===== src/rtl/mem_arbiter_pkg.sv =====
// rtl/mem_arbiter_pkg.sv - state encodings, constants and command type shared by mem_arbiter
package mem_arbiter_pkg;

   localparam logic [1:0] ARB_ST_IDLE    = 2'd0;
   localparam logic [1:0] ARB_ST_BUSY_IF = 2'd1;
   localparam logic [1:0] ARB_ST_BUSY_LS = 2'd2;

   localparam logic [3:0] MEM_BE_WORD = 4'hF;

   localparam int ARB_TIMEOUT_DEFAULT = 64;

   typedef struct packed {
      logic        we;
      logic [31:0] addr;
      logic [31:0] wdata;
      logic [3:0]  be;
   } mem_cmd_t;

   // Fetches are always full-word reads.
   function automatic mem_cmd_t fetch_cmd(input logic [31:0] addr);
      fetch_cmd = '{we: 1'b0, addr: addr, wdata: 32'h0, be: MEM_BE_WORD};
   endfunction

endpackage


===== src/rtl/mem_arbiter_if.sv =====
// rtl/mem_arbiter_if.sv - fetch, load/store and memory port signals of mem_arbiter
interface mem_arbiter_if;

   logic        if_req_i;
   logic [31:0] if_addr_i;
   logic        if_rvalid_o;

   logic        ls_req_i;
   logic        ls_we_i;
   logic [31:0] ls_addr_i;
   logic [31:0] ls_wdata_i;
   logic [3:0]  ls_be_i;
   logic        ls_rvalid_o;

   logic [31:0] rdata_o;
   logic        err_o;

   logic        mem_req_o;
   logic        mem_we_o;
   logic [31:0] mem_addr_o;
   logic [31:0] mem_wdata_o;
   logic [3:0]  mem_be_o;
   logic        mem_ack_i;
   logic [31:0] mem_rdata_i;

   modport slave (
      input  if_req_i, if_addr_i,
      input  ls_req_i, ls_we_i, ls_addr_i, ls_wdata_i, ls_be_i,
      input  mem_ack_i, mem_rdata_i,
      output if_rvalid_o, ls_rvalid_o, rdata_o, err_o,
      output mem_req_o, mem_we_o, mem_addr_o, mem_wdata_o, mem_be_o
   );

   modport master (
      output if_req_i, if_addr_i,
      output ls_req_i, ls_we_i, ls_addr_i, ls_wdata_i, ls_be_i,
      output mem_ack_i, mem_rdata_i,
      input  if_rvalid_o, ls_rvalid_o, rdata_o, err_o,
      input  mem_req_o, mem_we_o, mem_addr_o, mem_wdata_o, mem_be_o
   );

endinterface


===== src/rtl/arb_timeout_ctr.sv =====
// rtl/arb_timeout_ctr.sv - busy-cycle counter that flags the last allowed cycle of a memory access
module arb_timeout_ctr
   import mem_arbiter_pkg::*;
#(
   parameter int TIMEOUT_CYCLES = ARB_TIMEOUT_DEFAULT
) (
   input  logic clk_i,
   input  logic rstn_i,
   input  logic clr_i,
   input  logic en_i,
   output logic expired_o
);

   localparam int CW = $clog2(TIMEOUT_CYCLES + 1);

   logic [CW-1:0] cnt_q;

   // Fires during the TIMEOUT_CYCLES-th unacknowledged busy cycle so the request drops right after it.
   assign expired_o = en_i && (cnt_q == CW'(TIMEOUT_CYCLES - 1));

   always_ff @(posedge clk_i) begin
      if (!rstn_i) begin
         cnt_q <= '0;
      end else if (clr_i) begin
         cnt_q <= '0;
      end else if (en_i) begin
         cnt_q <= cnt_q + CW'(1);
      end
   end

endmodule


===== src/rtl/mem_arbiter.sv =====
// rtl/mem_arbiter.sv - fixed-priority fetch/load-store arbiter for one memory port; MEM_ARB_TIMEOUT_EN adds an access timeout
module mem_arbiter
   import mem_arbiter_pkg::*;
#(
   parameter int TIMEOUT_CYCLES = ARB_TIMEOUT_DEFAULT
) (
   input  logic          clk_i,
   input  logic          rstn_i,
   mem_arbiter_if.slave  bus
);

   if (TIMEOUT_CYCLES < 1) begin : g_bad_timeout
      $error("mem_arbiter: TIMEOUT_CYCLES must be at least 1");
   end

   logic [1:0]  state_q;
   mem_cmd_t    cmd_q;
   logic [31:0] rdata_q;
   logic        if_rvalid_q;
   logic        ls_rvalid_q;
   logic        err_q;
   logic        busy;
   logic        timeout_hit;

   assign busy = (state_q != ARB_ST_IDLE);

`ifdef MEM_ARB_TIMEOUT_EN
   arb_timeout_ctr #(
      .TIMEOUT_CYCLES (TIMEOUT_CYCLES)
   ) u_timeout (
      .clk_i     (clk_i),
      .rstn_i    (rstn_i),
      .clr_i     (!busy),
      .en_i      (busy && !bus.mem_ack_i),
      .expired_o (timeout_hit)
   );
`else
   assign timeout_hit = 1'b0;
`endif

   always_ff @(posedge clk_i) begin
      if (!rstn_i) begin
         state_q     <= ARB_ST_IDLE;
         cmd_q       <= '0;
         rdata_q     <= '0;
         if_rvalid_q <= 1'b0;
         ls_rvalid_q <= 1'b0;
         err_q       <= 1'b0;
      end else begin
         if_rvalid_q <= 1'b0;
         ls_rvalid_q <= 1'b0;
         err_q       <= 1'b0;
         case (state_q)
            // Load/store outranks fetch so the current instruction's data access finishes first.
            ARB_ST_IDLE: begin
               if (bus.ls_req_i) begin
                  cmd_q   <= '{we: bus.ls_we_i, addr: bus.ls_addr_i,
                               wdata: bus.ls_wdata_i, be: bus.ls_be_i};
                  state_q <= ARB_ST_BUSY_LS;
               end else if (bus.if_req_i) begin
                  cmd_q   <= fetch_cmd(bus.if_addr_i);
                  state_q <= ARB_ST_BUSY_IF;
               end
            end
            ARB_ST_BUSY_IF, ARB_ST_BUSY_LS: begin
               // An ack coinciding with the timeout still counts as a normal completion.
               if (bus.mem_ack_i || timeout_hit) begin
                  rdata_q     <= bus.mem_ack_i ? bus.mem_rdata_i : 32'h0;
                  err_q       <= !bus.mem_ack_i;
                  if_rvalid_q <= (state_q == ARB_ST_BUSY_IF);
                  ls_rvalid_q <= (state_q == ARB_ST_BUSY_LS);
                  state_q     <= ARB_ST_IDLE;
               end
            end
            default: state_q <= ARB_ST_IDLE;
         endcase
      end
   end

   assign bus.mem_req_o   = busy;
   assign bus.mem_we_o    = cmd_q.we;
   assign bus.mem_addr_o  = cmd_q.addr;
   assign bus.mem_wdata_o = cmd_q.wdata;
   assign bus.mem_be_o    = cmd_q.be;
   assign bus.rdata_o     = rdata_q;
   assign bus.if_rvalid_o = if_rvalid_q;
   assign bus.ls_rvalid_o = ls_rvalid_q;
   assign bus.err_o       = err_q;

endmodule

===== src/flat_wrapper.sv =====
// flat-port wrapper written by rule: the top's interface ports become plain ports
module mem_arbiter_flat import mem_arbiter_pkg::*;
#(
   parameter int TIMEOUT_CYCLES = ARB_TIMEOUT_DEFAULT
)
  (clk_i, rstn_i, bus_if_req_i, bus_if_addr_i, bus_ls_req_i, bus_ls_we_i, bus_ls_addr_i, bus_ls_wdata_i, bus_ls_be_i, bus_mem_ack_i, bus_mem_rdata_i, bus_if_rvalid_o, bus_ls_rvalid_o, bus_rdata_o, bus_err_o, bus_mem_req_o, bus_mem_we_o, bus_mem_addr_o, bus_mem_wdata_o, bus_mem_be_o);
  mem_arbiter_if bus_i ();
  input  logic clk_i;
  input  logic rstn_i;
  input wire logic [$bits(bus_i.if_req_i)-1:0] bus_if_req_i;
  input wire logic [$bits(bus_i.if_addr_i)-1:0] bus_if_addr_i;
  input wire logic [$bits(bus_i.ls_req_i)-1:0] bus_ls_req_i;
  input wire logic [$bits(bus_i.ls_we_i)-1:0] bus_ls_we_i;
  input wire logic [$bits(bus_i.ls_addr_i)-1:0] bus_ls_addr_i;
  input wire logic [$bits(bus_i.ls_wdata_i)-1:0] bus_ls_wdata_i;
  input wire logic [$bits(bus_i.ls_be_i)-1:0] bus_ls_be_i;
  input wire logic [$bits(bus_i.mem_ack_i)-1:0] bus_mem_ack_i;
  input wire logic [$bits(bus_i.mem_rdata_i)-1:0] bus_mem_rdata_i;
  output wire logic [$bits(bus_i.if_rvalid_o)-1:0] bus_if_rvalid_o;
  output wire logic [$bits(bus_i.ls_rvalid_o)-1:0] bus_ls_rvalid_o;
  output wire logic [$bits(bus_i.rdata_o)-1:0] bus_rdata_o;
  output wire logic [$bits(bus_i.err_o)-1:0] bus_err_o;
  output wire logic [$bits(bus_i.mem_req_o)-1:0] bus_mem_req_o;
  output wire logic [$bits(bus_i.mem_we_o)-1:0] bus_mem_we_o;
  output wire logic [$bits(bus_i.mem_addr_o)-1:0] bus_mem_addr_o;
  output wire logic [$bits(bus_i.mem_wdata_o)-1:0] bus_mem_wdata_o;
  output wire logic [$bits(bus_i.mem_be_o)-1:0] bus_mem_be_o;
  assign bus_i.if_req_i = bus_if_req_i;
  assign bus_i.if_addr_i = bus_if_addr_i;
  assign bus_i.ls_req_i = bus_ls_req_i;
  assign bus_i.ls_we_i = bus_ls_we_i;
  assign bus_i.ls_addr_i = bus_ls_addr_i;
  assign bus_i.ls_wdata_i = bus_ls_wdata_i;
  assign bus_i.ls_be_i = bus_ls_be_i;
  assign bus_i.mem_ack_i = bus_mem_ack_i;
  assign bus_i.mem_rdata_i = bus_mem_rdata_i;
  assign bus_if_rvalid_o = bus_i.if_rvalid_o;
  assign bus_ls_rvalid_o = bus_i.ls_rvalid_o;
  assign bus_rdata_o = bus_i.rdata_o;
  assign bus_err_o = bus_i.err_o;
  assign bus_mem_req_o = bus_i.mem_req_o;
  assign bus_mem_we_o = bus_i.mem_we_o;
  assign bus_mem_addr_o = bus_i.mem_addr_o;
  assign bus_mem_wdata_o = bus_i.mem_wdata_o;
  assign bus_mem_be_o = bus_i.mem_be_o;
  mem_arbiter #(.TIMEOUT_CYCLES(TIMEOUT_CYCLES)) u_core (.clk_i(clk_i), .rstn_i(rstn_i), .bus(bus_i));
endmodule

===== config.mk =====
export PLATFORM = sky130hd
export DESIGN_NAME = mem_arbiter_flat
export DESIGN_NICKNAME = d
export VERILOG_FILES = /design/src/rtl/mem_arbiter_pkg.sv /design/src/rtl/mem_arbiter_if.sv /design/src/rtl/arb_timeout_ctr.sv /design/src/rtl/mem_arbiter.sv /design/src/flat_wrapper.sv
export SDC_FILE = /design/constraint.sdc
export NUM_CORES = 1
export LEC_CHECK = 0
export ABC_AREA = 1
export CAP_MARGIN = 20
export CORE_ASPECT_RATIO = 0.7
export CORE_MARGIN = 2
export CORE_UTILIZATION = 42
export CTS_BUF_LIST = sky130_fd_sc_hd__clkbuf_8
export CTS_CLUSTER_SIZE = 28
export DETAILED_ROUTE_END_ITERATION = 16
export GPL_TIMING_DRIVEN = 0
export HOLD_SLACK_MARGIN = 0.03
export PLACE_DENSITY = 0.88
export SYNTH_ARGS = -nofsm -noshare
export SYNTH_HDL_FRONTEND = slang
export SYNTH_SLANG_ARGS = --single-unit
export TNS_END_PERCENT = 100

===== constraint.sdc =====
create_clock -name clk_i -period 2.7 [get_ports clk_i]
set_input_delay 0.54 -clock clk_i [delete_from_list [all_inputs] [get_ports clk_i]]
set_output_delay 0.54 -clock clk_i [all_outputs]
set_load 0.02 [all_outputs]

== Yosys cells after proc, flatten, opt, wreduce, memory -nomap -nowiden ==
Index checks and enable logic that the tools add are counted.

* Muxes and demuxes: 6
* Equal/unequal tests: 4
* Shift-type cells: 0
* Bitwise logic cells: 0
* Add/sub/neg operators: 0
* Div/mod/pow operators: 0
* Reduce and logical (&&, ||, !) cells: 9
* $lt $le $gt $ge: 0
* Multipliers: 0

{| class="wikitable"
|+ Operator list
! kind !! number
|-
| 69-bit 2-to-1 mux || 2
|-
| 2-bit 2-to-1 mux || 3
|-
| 2-bit AND reduction || 3
|-
| 2-bit one-hot mux with 2 select lines || 1
|-
| 2-bit nonzero test || 2
|-
| 3-bit inequality test (second input constant) || 1
|-
| 3-bit AND reduction || 1
|-
| 2-bit by 1-bit == test with 1-bit output (second input constant) || 1
|-
| 2-bit == test (second input constant) || 1
|-
| 2-bit logical NOT || 1
|-
| 2-bit inequality test (second input constant) || 1
|-
| 2-bit OR reduction || 1
|-
| 1-bit logical NOT || 1
|}

* Memory bits (read-only): 0
* Bits in writable memories: 0
* Memories: 0
* Input port bits: 138
* Bits in registers: 106
* Latch bits: 0

== Logic depth before layout (Yosys ltp) ==
* Depth after elaboration: 4
* Depth in mapped cells: 7
* Gate-level depth less buffers: 6

== Least setup slack after synthesis ==
Ideal clock, no wire load.

* Kind: register -> register
* Start point: register u_core.state_q[0]
* End point: register u_core.rdata_q[10] (netlist: u_core.bus.rdata_o[10])
* Library setup time: 116 ps
* Stages on the path, launching flop included: 8
* Arrival: 1223 ps
* Buffers on the path: 1
* Clock period less this slack: 1339 ps
* Slack: 1361 ps
* Cell sequence: dfxtp_1 > inv_1 > ha_1 > nand2_1 > inv_1 > buf_2 > nor2_1 > nor2_1

* Cells in the longest elaborated chain, start to end: 3
* Elaborated cells on any way between the ends: 4
* Classes of those cells: eq/ne (2); reduce/logical (2)

{| class="wikitable"
|+ RTL lines
! item !! line !! RTL
|-
| from (decl) || mem_arbiter.sv:16 || <nowiki>logic [1:0] state_q;</nowiki>
|-
| from (signal assigned) || mem_arbiter.sv:43 || <nowiki>state_q <= ARB_ST_IDLE;</nowiki>
|-
| from (signal assigned) || mem_arbiter.sv:59 || <nowiki>state_q <= ARB_ST_BUSY_LS;</nowiki>
|-
| from (signal assigned) || mem_arbiter.sv:62 || <nowiki>state_q <= ARB_ST_BUSY_IF;</nowiki>
|-
| 2-bit == test or 2-bit by 1-bit == test with 1-bit output (tied branches) || mem_arbiter.sv:53 || <nowiki>case (state_q)</nowiki>
|-
| 2-bit OR reduction (*) || mem_arbiter.sv:53 ||
|-
| 2-bit AND reduction (no line) (*) || - ||
|-
| to (signal assigned) || mem_arbiter.sv:68 || <nowiki>rdata_q <= bus.mem_ack_i ? bus.mem_rdata_i : 32'h0;</nowiki>
|-
| to (decl) || mem_arbiter.sv:18 || <nowiki>logic [31:0] rdata_q;</nowiki>
|}

Every way passes the cells marked *; elsewhere a longest branch is shown, timed or not.
A chain may end at the register's enable or synchronous reset.

== Worst setup path after layout ==
* Start point: register u_core.state_q[0]
* End point: output bus_mem_req_o

* Cells in the longest elaborated chain, start to end: 1

{| class="wikitable"
|+ RTL lines
! item !! line !! RTL
|-
| 2-bit nonzero test || mem_arbiter.sv:25 || <nowiki>assign busy = (state_q != ARB_ST_IDLE);</nowiki>
|-
| to (decl) || flat_wrapper.sv:23 || <nowiki>output wire logic [$bits(bus_i.mem_req_o)-1:0] bus_mem_req_o;</nowiki>
|}

Every way passes these cells.

==> metrics.cfg <==
[power]
p_per_area_nw_per_um2=603.2
p_sw_share_pct=32.13
vdd_drop_max_mv=0.4465
p_total_w=0.004154
combPwrFrac_pct=32.5
power.share.sequential_pct=44.2
p_leak_nw=2.834
switching_power_w=0.001335
intPower_w=0.002819
clockPowerShare_pct=23.3

[route]
drtPass1Iterations=5
first_iter_violations=159
ant_nets=0
via_per_inst=4.758
wl_per_cell_um=14.28
route.detailed.drc=0
wirelength_um=13650
vias=4549

[critical_path]
cp_slowest_cell=clkdlybuf4s50_1
worstPathRequired_ns=2.16
crit_path_frequent_cell=inv_1
critPathCaptureType=output port
path_buf_inv=3
cp_max_fo=3
crit_path_cell_trace=inv_1 -> ha_1 -> inv_1 -> clkdlybuf4s50_1
worstSetupPathType=register to output port
startpoint_type=register
crit_arrival_ns=1.73
slowest_delay_ns=0.61
crit_family=buffers and inverters

[global_routing]
grt_max_degree=18
grt-ovfl-total=0
grt_pass1_wl_um=21060
grtUsageTotal_pct=25.41
grt_antenna_before_repair=0
grt_pass1_vias=4432

[logic_synthesis]
async_flop_share_pct=0
synth_cell_type_count=20
synthTopCellsByArea=dfxtp_1, nand2_1, nor2_1
syn_area_per_cell_um2=7.210
yosysTopAreaCell=dfxtp_1
synth-seq-cells=106
synth_edf_count=0
synth_most_common_cell=nand2_1
syn_area_um2=4124
synth_flop_cell=dfxtp_1
synth_top_cell_area_share_pct=51.46
seq_area_frac_synth_pct=51.46
ys_top_cells_by_count=nand2_1, nor2_1, dfxtp_1
syn-num-nets=714
yosys_warnings=0
postSynthCellCount=572

[clocking]
clock_sinks=106
cts_setup_buffers=0
cts_max_level=3
cts_buffers=9
cts_root_buf=clkbuf_8
clk_pin_slew_ns=0.09
cts_max_path_buffers=2
cts_resized=0
holdBufCountCts=0
insertion_delay_ns=0.36
cts_tree=yes

[sta]
holdWs_ns=0.4661
period_needed_ns=2.268
fin_worst_skew_ns=0.008664
rsz0062_at_grt=no
slew_violations=0
setup_viol=0
hold_viol_final=0
fmax_mhz=441.0
min_period_over_period_pct=83.99
fin_setup_tns_ns=0

[hold_path]
min_path_type=register to register

[floorplan]
coreArea_um2=9609
die_y_um=86.91
die_w_um=122.4
dieArea_um2=10640
ios=243
start_util_pct=42.92
num_rows=30

[cells_and_area]
layoutNonFillerInstCount=956
fin_util_pct=71.67
antenna_cells=0
nets=966
area_delta_synth_final_pct=66.99
drive_gt1_share_pct=4.831

[placed_design]
io_buffer_count=241
dp_cells=941
dpl.hpwl_um=10860
gp_congestion=0.8866

[run]
max_cap_viol_count=0

[outcome]
status=complete, no violations

-- metal layers --
layer	routed length [um]	vias up	GRT usage, %
li1	-	2297	-
met1	5343	2059	27.48
met2	6793	172	47.07
met3	1261	21	8.704
met4	255	0	7.524
met5	0	-	0
-- stage by stage --
stage,area [um^2],setup slack (ns)
after floorplan,4124,1.361
after global placement,6696,0.5931
after detailed placement,6696,0.5333
after CTS,6887,0.4141
after global routing,6887,0.3481
final,6887,0.4323
-- power groups by stage --
stage	Combinational, W	Sequential (W)	Clock, W
CTS	0.00136	0.00184	0.000990
global placement	0.00131	0.00186	0
global route	0.00146	0.00186	0.00105
finish	0.00135	0.00184	0.000969
detailed placement	0.00135	0.00187	0
floorplan	0.000444	0.00207	0
-- cells by family (layout without fill, tap and decap cells) --
| kind of cell | count (synthesis) | in the layout | share of synthesized area (%) |
|---|---|---|---|
| and+or+nand+nor | 312 | 312 | 28.67 |
| DFF | 106 | 106 | 51.46 |
| AOI/OAI and AO/OA | 104 | 104 | 12.89 |
| buffers and inverters | 45 | 301 | 5.673 |
| adders and majority gates | 4 | 4 | 1.214 |
| other | 1 | 1 | 0.09093 |
-- cell type report --
cell class | instances | area, um^2
buffer | 36 | 200.2
tap | 128 | 160.2
multi-input combinational | 421 | 1768
clock inverter | 6 | 66.31
clock buffer | 9 | 123.9
timing repair buffer | 241 | 2412
fill | 753 | 2723
sequential | 106 | 2122
inverter | 9 | 33.78
-- final timing paths --
kind	startpoint	end	slack, ns	depth (start not counted)
min	u_core.bus.mem_wdata_o[10]	u_core.bus.mem_wdata_o[10]	0.47	2
min reg2reg	u_core.bus.mem_wdata_o[10]	u_core.bus.mem_wdata_o[10]	0.47	2
max reg2reg	u_core.state_q[0]	u_core.bus.rdata_o[16]	0.95	6
max	u_core.state_q[0]	bus_mem_req_o	0.43	4
-- cell usage in the layout (no fill, tap or decap), types with 2 or more instances in the layout --
cell             Yosys  layout
a21oi_1             35      35
buf_2               16      16
buf_4                2       2
buf_6                5       5
clkbuf_1            12      12
clkbuf_8             0       9
clkdlybuf4s50_1      0     241
clkinvlp_4           0       2
dfxtp_1            106     106
ha_1                 4       4
inv_1                6       7
inv_2                2       2
inv_6                0       2
nand2_1            170     170
nor2_1             138     138
nor3b_1              2       2
o21ai_0             65      65
o21ai_1              3       3
-- registers in the layout (all words and copies together) (netlist names) --
register and cells:
u_core.bus.mem_addr_o 32, u_core.bus.mem_wdata_o 32, u_core.bus.rdata_o 32, u_core.bus.mem_be_o 4, u_core.state_q 2, u_core.bus.err_o 1, u_core.bus.if_rvalid_o 1, u_core.bus.ls_rvalid_o 1
u_core.bus.mem_we_o 1
-- worst register-to-register path, delay by kind of cell (launching register included) --
family                     cells  cell delay (ns)
adders and majority gates      1             0.32
AOI/OAI and AO/OA              1             0.16
and+or+nand+nor                2             0.40
buffers and inverters          2             0.43
DFF                            1             0.38
Note: power is estimated with default switching activity, not from simulation.
